**src/rtl/mem_access_unit_pkg.sv**
```systemverilog
// Shared MEM-stage definitions: access FSM states, Funct3 codes, request record and
// lane helpers used by mem_access_unit and its load extender.
package mem_access_unit_pkg;

  typedef enum logic [1:0] {
    ST_IDLE = 2'd0,
    ST_BUSY = 2'd1,
    ST_DONE = 2'd2
  } mem_state_e;

  localparam logic [2:0] F3_B  = 3'b000;
  localparam logic [2:0] F3_H  = 3'b001;
  localparam logic [2:0] F3_W  = 3'b010;
  localparam logic [2:0] F3_BU = 3'b100;
  localparam logic [2:0] F3_HU = 3'b101;

  typedef enum logic [1:0] {
    SZ_B = 2'd0,
    SZ_H = 2'd1,
    SZ_W = 2'd2
  } mem_size_e;

  typedef struct packed {
    logic        we;
    logic [31:0] addr;
    logic [3:0]  be;
    logic [31:0] wdata;
    logic [2:0]  funct3;
    logic [1:0]  lane;
  } mem_req_t;

  // Unlisted Funct3 codes fall back to a full-word access.
  function automatic mem_size_e f3_size(input logic [2:0] f3);
    case (f3)
      F3_B, F3_BU: f3_size = SZ_B;
      F3_H, F3_HU: f3_size = SZ_H;
      default:     f3_size = SZ_W;
    endcase
  endfunction

  function automatic logic [3:0] lane_be(input mem_size_e sz, input logic [1:0] lane);
    case (sz)
      SZ_B:    lane_be = 4'b0001 << lane;
      SZ_H:    lane_be = lane[1] ? 4'b1100 : 4'b0011;
      default: lane_be = 4'b1111;
    endcase
  endfunction

  function automatic logic [31:0] lane_wdata(input mem_size_e sz, input logic [31:0] wd);
    case (sz)
      SZ_B:    lane_wdata = {4{wd[7:0]}};
      SZ_H:    lane_wdata = {2{wd[15:0]}};
      default: lane_wdata = wd;
    endcase
  endfunction

endpackage

```
**src/rtl/mem_access_unit_load_extend.sv**
```systemverilog
// Load lane select and sign/zero extension of a bus read word.
module mem_access_unit_load_extend
  import mem_access_unit_pkg::*;
(
  input  logic [31:0] rdata_i,
  input  logic [2:0]  funct3_i,
  input  logic [1:0]  lane_i,
  output logic [31:0] data_o
);

  logic [7:0]  byte_sel;
  logic [15:0] half_sel;

  always_comb begin
    case (lane_i)
      2'd0:    byte_sel = rdata_i[7:0];
      2'd1:    byte_sel = rdata_i[15:8];
      2'd2:    byte_sel = rdata_i[23:16];
      default: byte_sel = rdata_i[31:24];
    endcase
    half_sel = lane_i[1] ? rdata_i[31:16] : rdata_i[15:0];
  end

  always_comb begin
    case (funct3_i)
      F3_B:    data_o = {{24{byte_sel[7]}}, byte_sel};
      F3_BU:   data_o = {24'd0, byte_sel};
      F3_H:    data_o = {{16{half_sel[15]}}, half_sel};
      F3_HU:   data_o = {16'd0, half_sel};
      default: data_o = rdata_i;
    endcase
  end

endmodule

```
**src/rtl/mem_access_unit.sv**
```systemverilog
// MEM-stage data-memory access engine: single-outstanding req/ack bus with timeout.
// Optional misaligned-access trap enabled by defining MISALIGN_CHECK_EN.
module mem_access_unit
  import mem_access_unit_pkg::*;
#(
  parameter int unsigned TIMEOUT_CYCLES = 16
) (
  input  logic        clk,
  input  logic        reset,
  input  logic        mem_read,
  input  logic        mem_write,
  input  logic [2:0]  funct3,
  input  logic [31:0] addr,
  input  logic [31:0] wdata,
  output logic        stall,
  output logic [31:0] load_data,
  output logic        bus_err,
  output logic        misalign,
  output logic        bus_req,
  output logic        bus_we,
  output logic [31:0] bus_addr,
  output logic [3:0]  bus_be,
  output logic [31:0] bus_wdata,
  input  logic        bus_ack,
  input  logic [31:0] bus_rdata
);

  localparam int unsigned CntW = $clog2(TIMEOUT_CYCLES + 1);

  mem_state_e    state_q, state_d;
  mem_req_t      req_q, req_d, req_new;
  logic [CntW-1:0] cnt_q, cnt_d;
  logic [31:0]   load_data_q, load_data_d;
  logic          bus_err_q, bus_err_d;
  logic          access_valid;
  logic          mis;
  mem_size_e     size;
  logic [31:0]   ext_data;

  assign access_valid = mem_read | mem_write;
  assign size         = f3_size(funct3);

`ifdef MISALIGN_CHECK_EN
  always_comb begin
    case (size)
      SZ_H:    mis = addr[0];
      SZ_W:    mis = |addr[1:0];
      default: mis = 1'b0;
    endcase
  end
`else
  assign mis = 1'b0;
`endif

  always_comb begin
    req_new.we     = mem_write;
    req_new.addr   = {addr[31:2], 2'b00};
    req_new.be     = lane_be(size, addr[1:0]);
    req_new.wdata  = lane_wdata(size, wdata);
    req_new.funct3 = funct3;
    req_new.lane   = addr[1:0];
  end

  mem_access_unit_load_extend u_load_extend (
    .rdata_i  (bus_rdata),
    .funct3_i (req_q.funct3),
    .lane_i   (req_q.lane),
    .data_o   (ext_data)
  );

  always_comb begin
    state_d     = state_q;
    req_d       = req_q;
    cnt_d       = cnt_q;
    load_data_d = load_data_q;
    bus_err_d   = 1'b0;
    unique case (state_q)
      ST_IDLE: begin
        if (access_valid) begin
          if (mis) begin
            load_data_d = '0;
          end else begin
            state_d = ST_BUSY;
            req_d   = req_new;
            cnt_d   = '0;
          end
        end
      end
      ST_BUSY: begin
        if (bus_ack) begin
          state_d = ST_DONE;
          if (!req_q.we) load_data_d = ext_data;
        end else if (cnt_q == CntW'(TIMEOUT_CYCLES - 1)) begin
          // Last permitted wait cycle passed without ack: abandon the access.
          state_d     = ST_DONE;
          bus_err_d   = 1'b1;
          load_data_d = '0;
          cnt_d       = cnt_q + CntW'(1);
        end else begin
          cnt_d = cnt_q + CntW'(1);
        end
      end
      ST_DONE: state_d = ST_IDLE;
      default: state_d = ST_IDLE;
    endcase
  end

  always_ff @(posedge clk or posedge reset) begin
    if (reset) begin
      state_q     <= ST_IDLE;
      req_q       <= '0;
      cnt_q       <= '0;
      load_data_q <= '0;
      bus_err_q   <= 1'b0;
    end else begin
      state_q     <= state_d;
      req_q       <= req_d;
      cnt_q       <= cnt_d;
      load_data_q <= load_data_d;
      bus_err_q   <= bus_err_d;
    end
  end

  assign bus_req   = (state_q == ST_BUSY);
  assign bus_we    = req_q.we;
  assign bus_addr  = req_q.addr;
  assign bus_be    = req_q.be;
  assign bus_wdata = req_q.wdata;
  assign load_data = load_data_q;
  assign bus_err   = bus_err_q;
  assign stall     = ((state_q == ST_IDLE) && access_valid && !mis) || (state_q == ST_BUSY);
  assign misalign  = (state_q == ST_IDLE) && access_valid && mis;

endmodule

```
**config.mk**
```make
export PLATFORM = sky130hd
export DESIGN_NAME = mem_access_unit
export DESIGN_NICKNAME = d
export VERILOG_FILES = /design/src/rtl/mem_access_unit_pkg.sv /design/src/rtl/mem_access_unit_load_extend.sv /design/src/rtl/mem_access_unit.sv
export SDC_FILE = /design/constraint.sdc
export NUM_CORES = 1
export LEC_CHECK = 0
export ABC_AREA = 1
export BUFFER_PORTS_ARGS = -buffer_cell sky130_fd_sc_hd__buf_2
export CAP_MARGIN = 20
export CORE_MARGIN = 1
export CORE_UTILIZATION = 47
export CTS_CLUSTER_DIAMETER = 100
export DETAILED_ROUTE_END_ITERATION = 12
export PLACE_DENSITY_LB_ADDON = 0.08
export SLEW_MARGIN = 10
export SYNTH_ARGS = -nofsm -noshare
export SYNTH_HDL_FRONTEND = slang
export SYNTH_HIERARCHICAL = 1
export SYNTH_SLANG_ARGS = --single-unit
```
**constraint.sdc**
```tcl
create_clock -name clk -period 5.32 [get_ports clk]
set_clock_uncertainty 0.1 [all_clocks]
set_input_delay 1.33 -clock clk [delete_from_list [all_inputs] [get_ports clk]]
set_output_delay 1.33 -clock clk [all_outputs]
set_load 0.05 [all_outputs]
```
# == After elaboration in Yosys (flattened, before gate mapping) ==
# Index checks and enable logic that the tools add are counted.
# word_totals
regBits,112
in_bits,104
output_inout_bits,105
# classes
add_sub_neg,1
eq_ne,15
shift,1
mux,20
bitwise_logic,1
n_reduce_logical,15
# ops
op,count
$pmux W32 S4,1
$mux W32,3
$pmux W32 S2,1
$pmux W8 S3,1
$mux W16,1
$eq A3 B3 Y1 const B,4
$mux W5,2
$pmux W5 S2,1
$pmux W2 S2,2
$pmux W4 S2,1
$eq A2 B1 Y1 const B,3
$eq A3 B1 Y1 const B,2
$logic_not A2 Y1,3
$logic_not A3 Y1,2
$mux W2,3
$ne A2 B2 Y1 const B,3
$reduce_and A3 Y1,2
$add A5 B1 Y5 const B,1
$eq A5 B4 Y1 const B,1
$mux W4,1
$reduce_and A2 Y1,2
$reduce_bool A2 Y1,2
$reduce_or A2 Y1,2
$shl A1 B2 Y4 const A,1
other kinds (6),8

# == Logic depth before layout (Yosys ltp) ==
# logic_depth
depth_word,5
mapped_depth,10
depth_no_buf,9

# == By module ==
# Netlist, hierarchy kept.
# by_module_without_submodules
mod,n_inst,cells_per_inst,area_each_um2
mem_access_unit,1,677,5566.6
mem_access_unit_load_extend,1,192,895.9

# == Worst setup path after synthesis ==
# No wires, ideal clock.
# synth_path
path_kind,input to output
from,in mem_write
to,out stall
arrival_ns,2.155
setup_slack_ns,1.735
path_stages,6
n_path_buf,2
path_cell_list,inv_1 > nand2_1 > nand2_1 > buf_4 > buf_2 > nand2_1
# synth_via
elab_chain_len,3
# synth_lines
element,line_no,text
from (decl),mem_access_unit.sv:11,"input logic mem_write,"
$or A1 B1 Y1,mem_access_unit.sv:40,assign access_valid = mem_read | mem_write;
$logic_and A1 B1 Y1,-,
$logic_or A1 B1 Y1,mem_access_unit.sv:131,assign stall = ((state_q == ST_IDLE) && access_valid && !mis) || (state_q == ST_BUSY);
to (decl),mem_access_unit.sv:15,"output logic stall,"
# Every way passes these cells.

# == Worst setup path in the final report ==
# Ends and elaborated chain as after synthesis.

==> flow_metrics.py <==
metrics = {
    "placed_design": {
        "place.gp.congestion": 0.8955,
        "portBuffers": 205,
        "dp_hpwl_um": 11010,
        "place_area_mm2": 0.006899,
    },
    "pwr": {
        "p_per_area_mw_per_mm2": 721.3,
        "power.share.clock_pct": 13.8,
        "netSwitchingFraction_pct": 55.35,
        "p_int_mw": 2.331,
        "ir_worst_vdd_mv": 0.3460,
        "total_power_mw": 5.222,
        "p_comb_share_pct": 57.5,
        "power.switching_mw": 2.890,
        "power_leakage_nw": 4.187,
        "seqPwrFrac_pct": 28.8,
    },
    "critical_path": {
        "cp-start-kind": "input port",
        "rr_worst_depth": 9,
        "critPathKind": "in2out",
        "cp.required_ns": 3.89,
        "r2r_start": "cnt_q[0]",
        "crit_path_end_kind": "primary output",
        "startpoint": "mem_write",
        "path_max_fanout": 31,
        "timing.rr.end": "load_data[10]",
        "regToRegSetupSlack_ns": 2.65,
        "cp.arrival_ns": 2.13,
    },
    "synth": {
        "ys_dominant_reg_cell": "dfrtp_1",
        "synth-seq-cells": 112,
        "syn-instance-count": 869,
        "synth_cell_type_count": 29,
        "avgSynthCellArea_um2": 7.437,
        "yosys_warnings": 6,
        "synth_edf_count": 0,
        "yosysSeqAreaShare_pct": 43.37,
        "synth_area_mm2": 0.006462,
        "async_flop_share_pct": 100.0,
    },
    "routing": {
        "drtIter0Drc": 387,
        "drt-vias-per-instance": 4.932,
        "route.detailed.drc": 0,
        "drt-wirelength-per-cell_um": 13.61,
        "first_pass_iters": 5,
        "ant_nets": 0,
        "wl_um": 15740,
        "vias": 5706,
    },
    "final_layout": {
        "stdcell_area_mm2": 0.007239,
        "multiInputGateArea_mm2": 0.002710,
        "regArea_mm2": 0.002803,
        "drive_gt1_share_pct": 25.48,
        "fin_nets": 1082,
        "post-route-util_pct": 54.24,
        "syn_to_final_growth_pct": 12.02,
        "nFillCells": 1327,
        "diodes": 0,
    },
    "floorplan": {
        "rows": 42,
        "die_height_um": 119.3,
        "initial_utilization_pct": 48.42,
        "die_area_mm2": 0.01422,
        "die_w_um": 119.3,
        "coreArea_mm2": 0.01335,
        "io_pins": 209,
    },
    "cts": {
        "clk_pin_slew_ns": 0.07,
        "hold_buffers": 0,
        "htree_levels": 3,
        "numCtsBuffers": 9,
        "cts.path.max_buffers": 2,
        "cts-root-buf": "clkbuf_16",
        "cts_tree": "built",
        "cts_setup_buffers": 0,
        "cts_sinks": 112,
        "insertion_delay_ns": 0.35,
        "cts-resized-gates": 0,
    },
    "sta": {
        "period_needed_ns": 3.560,
        "rsz0062_at_grt": "no",
        "finalCritPeriodShare_pct": 66.93,
        "drv_slew": 0,
        "setup_violations": 0,
        "relSlewSlack_pct": 33.79,
        "fin_tns_setup_ns": 0,
        "max_freq_mhz": 280.9,
        "tightest_slew_ns": 0.9931,
        "finalHoldViolCount": 0,
    },
    "min_path": {
        "hp-start": "load_data[12]",
        "worstHoldEndpoint": "load_data[12]",
        "holdPathStages": 2,
        "hold_class": "reg2reg",
    },
    "global_route": {
        "grt_overflow": 0,
        "antenna_found_initial": 0,
        "grt_max_degree": 65,
        "track_usage_pct": 23.00,
        "grt_pass1_vias": 5127,
        "grt_pass1_wl_um": 26000,
    },
    "run": {
        "cap_violations": 0,
    },
    "status": {
        "status": "complete, no violations",
    },
}
==> worst max path at each step <==
stage,to
after floorplan,bus_addr[10]
after global placement,stall
after CTS,stall
final,stall
after global routing,stall
after detailed placement,stall
==> layout by cell type (no fill, tap or decap) <==
cell type / n
nand4_1: 1
inv_2: 5
inv_8: 2
or2_1: 1
nor2_4: 2
clkbuf_8: 1
inv_4: 2
nand2_2: 6
o211ai_1: 3
nand3_4: 1
clkinv_4: 1
inv_1: 23
nand2_4: 2
a21oi_4: 1
buf_2: 205
nand3_1: 65
nand3b_1: 32
a21oi_1: 3
buf_16: 1
conb_1: 3
clkinvlp_4: 1
o21ai_1: 16
bufinv_16: 1
nor2_1: 37
nand3_2: 4
clkinv_2: 1
buf_4: 3
nand2_1: 399
clkbuf_16: 9
ha_1: 2
nor2_2: 2
dfrtp_1: 112
nor3b_1: 1
o21ai_0: 33
==> area by class of cell <==
class	instances	area share, %
flip-flops and latches	112	38.71
multi-input cells	614	37.44
repair buffers	209	14.86
clock buffers	10	3.301
well taps	176	3.042
inverters	30	1.625
clock inverters	6	1.020
==> registers in the layout, summed over array words and instances (netlist names) <==
| register | count |
|---|---|
| load_data | 32 |
| bus_we | 1 |
| bus_be | 4 |
| bus_addr | 30 |
| bus_wdata | 32 |
| cnt_q | 5 |
| req_q | 5 |
| state_q | 2 |
| bus_err | 1 |
==> cells by family (layout without fill, tap and decap cells) <==
kind of cell,count (synthesis),after routing,synth area share [%]
and+or+nand+nor,553,553,36.63
buffers and inverters,145,255,14.93
AOI/OAI and AO/OA,56,56,4.627
other,1,3,0.05803
adders and majority gates,2,2,0.3872
DFF,112,112,43.37
==> synth_stat cells, types with 2 or more instances <==
cell | n | area share (%)
a21oi_1 | 3 | 0.23
buf_2 | 17 | 1.3
buf_4 | 77 | 8.9
buf_6 | 12 | 2.1
clkbuf_1 | 7 | 0.41
dfrtp_1 | 112 | 43
dlymetal6s2s_1 | 2 | 0.39
ha_1 | 2 | 0.39
inv_1 | 24 | 1.4
inv_2 | 5 | 0.29
nand2_1 | 400 | 23
nand2_2 | 6 | 0.58
nand3_1 | 65 | 5.0
nand3_2 | 4 | 0.62
nand3b_1 | 32 | 3.7
nor2_1 | 37 | 2.1
nor2_2 | 2 | 0.19
nor2_4 | 2 | 0.35
o211ai_1 | 3 | 0.35
o21ai_0 | 33 | 2.6
o21ai_1 | 16 | 1.2
==> through the flow <==
step / instances / setup WS (ns) / hold WS [ns]
2_1_floorplan: 871 / 0.9310 / 0.3500
3_3_place_gp: 1140 / 1.769 / 0.3518
3_5_place_dp: 1140 / 1.742 / 0.3542
4_1_cts: 1156 / 1.740 / 0.3723
5_1_grt: 1157 / 1.661 / 0.3823
6_report: 1157 / 1.760 / 0.3663
==> routing by layer <==
layer  up-vias  track usage [%]  share of wire, %
met3        19            4.693               7.9
li1       2866                -                 -
met1      2589            32.46                45
met4         0            8.465               1.9
met2       232            34.74                45
met5         -                0                 0
==> worst max-delay path, stage by stage <==
cell and delay [ns]:
buf_2 0.09, inv_1 0.06, nand2_1 0.08, nand2_4 0.27
nand2_1 0.08, buf_2 0.22
==> power by group through the flow <==
| stage | sequential, mW | clock, mW | combinational (mW) |
|---|---|---|---|
| final | 1.50 | 0.718 | 3.00 |
| after global routing | 1.56 | 0.772 | 3.25 |
| after CTS | 1.52 | 0.732 | 2.98 |
| after detailed placement | 1.53 | 0 | 2.98 |
| after global placement | 1.54 | 0 | 2.95 |
| after floorplan | 1.81 | 0 | 2.44 |
Power figures use the tool's default switching activity.
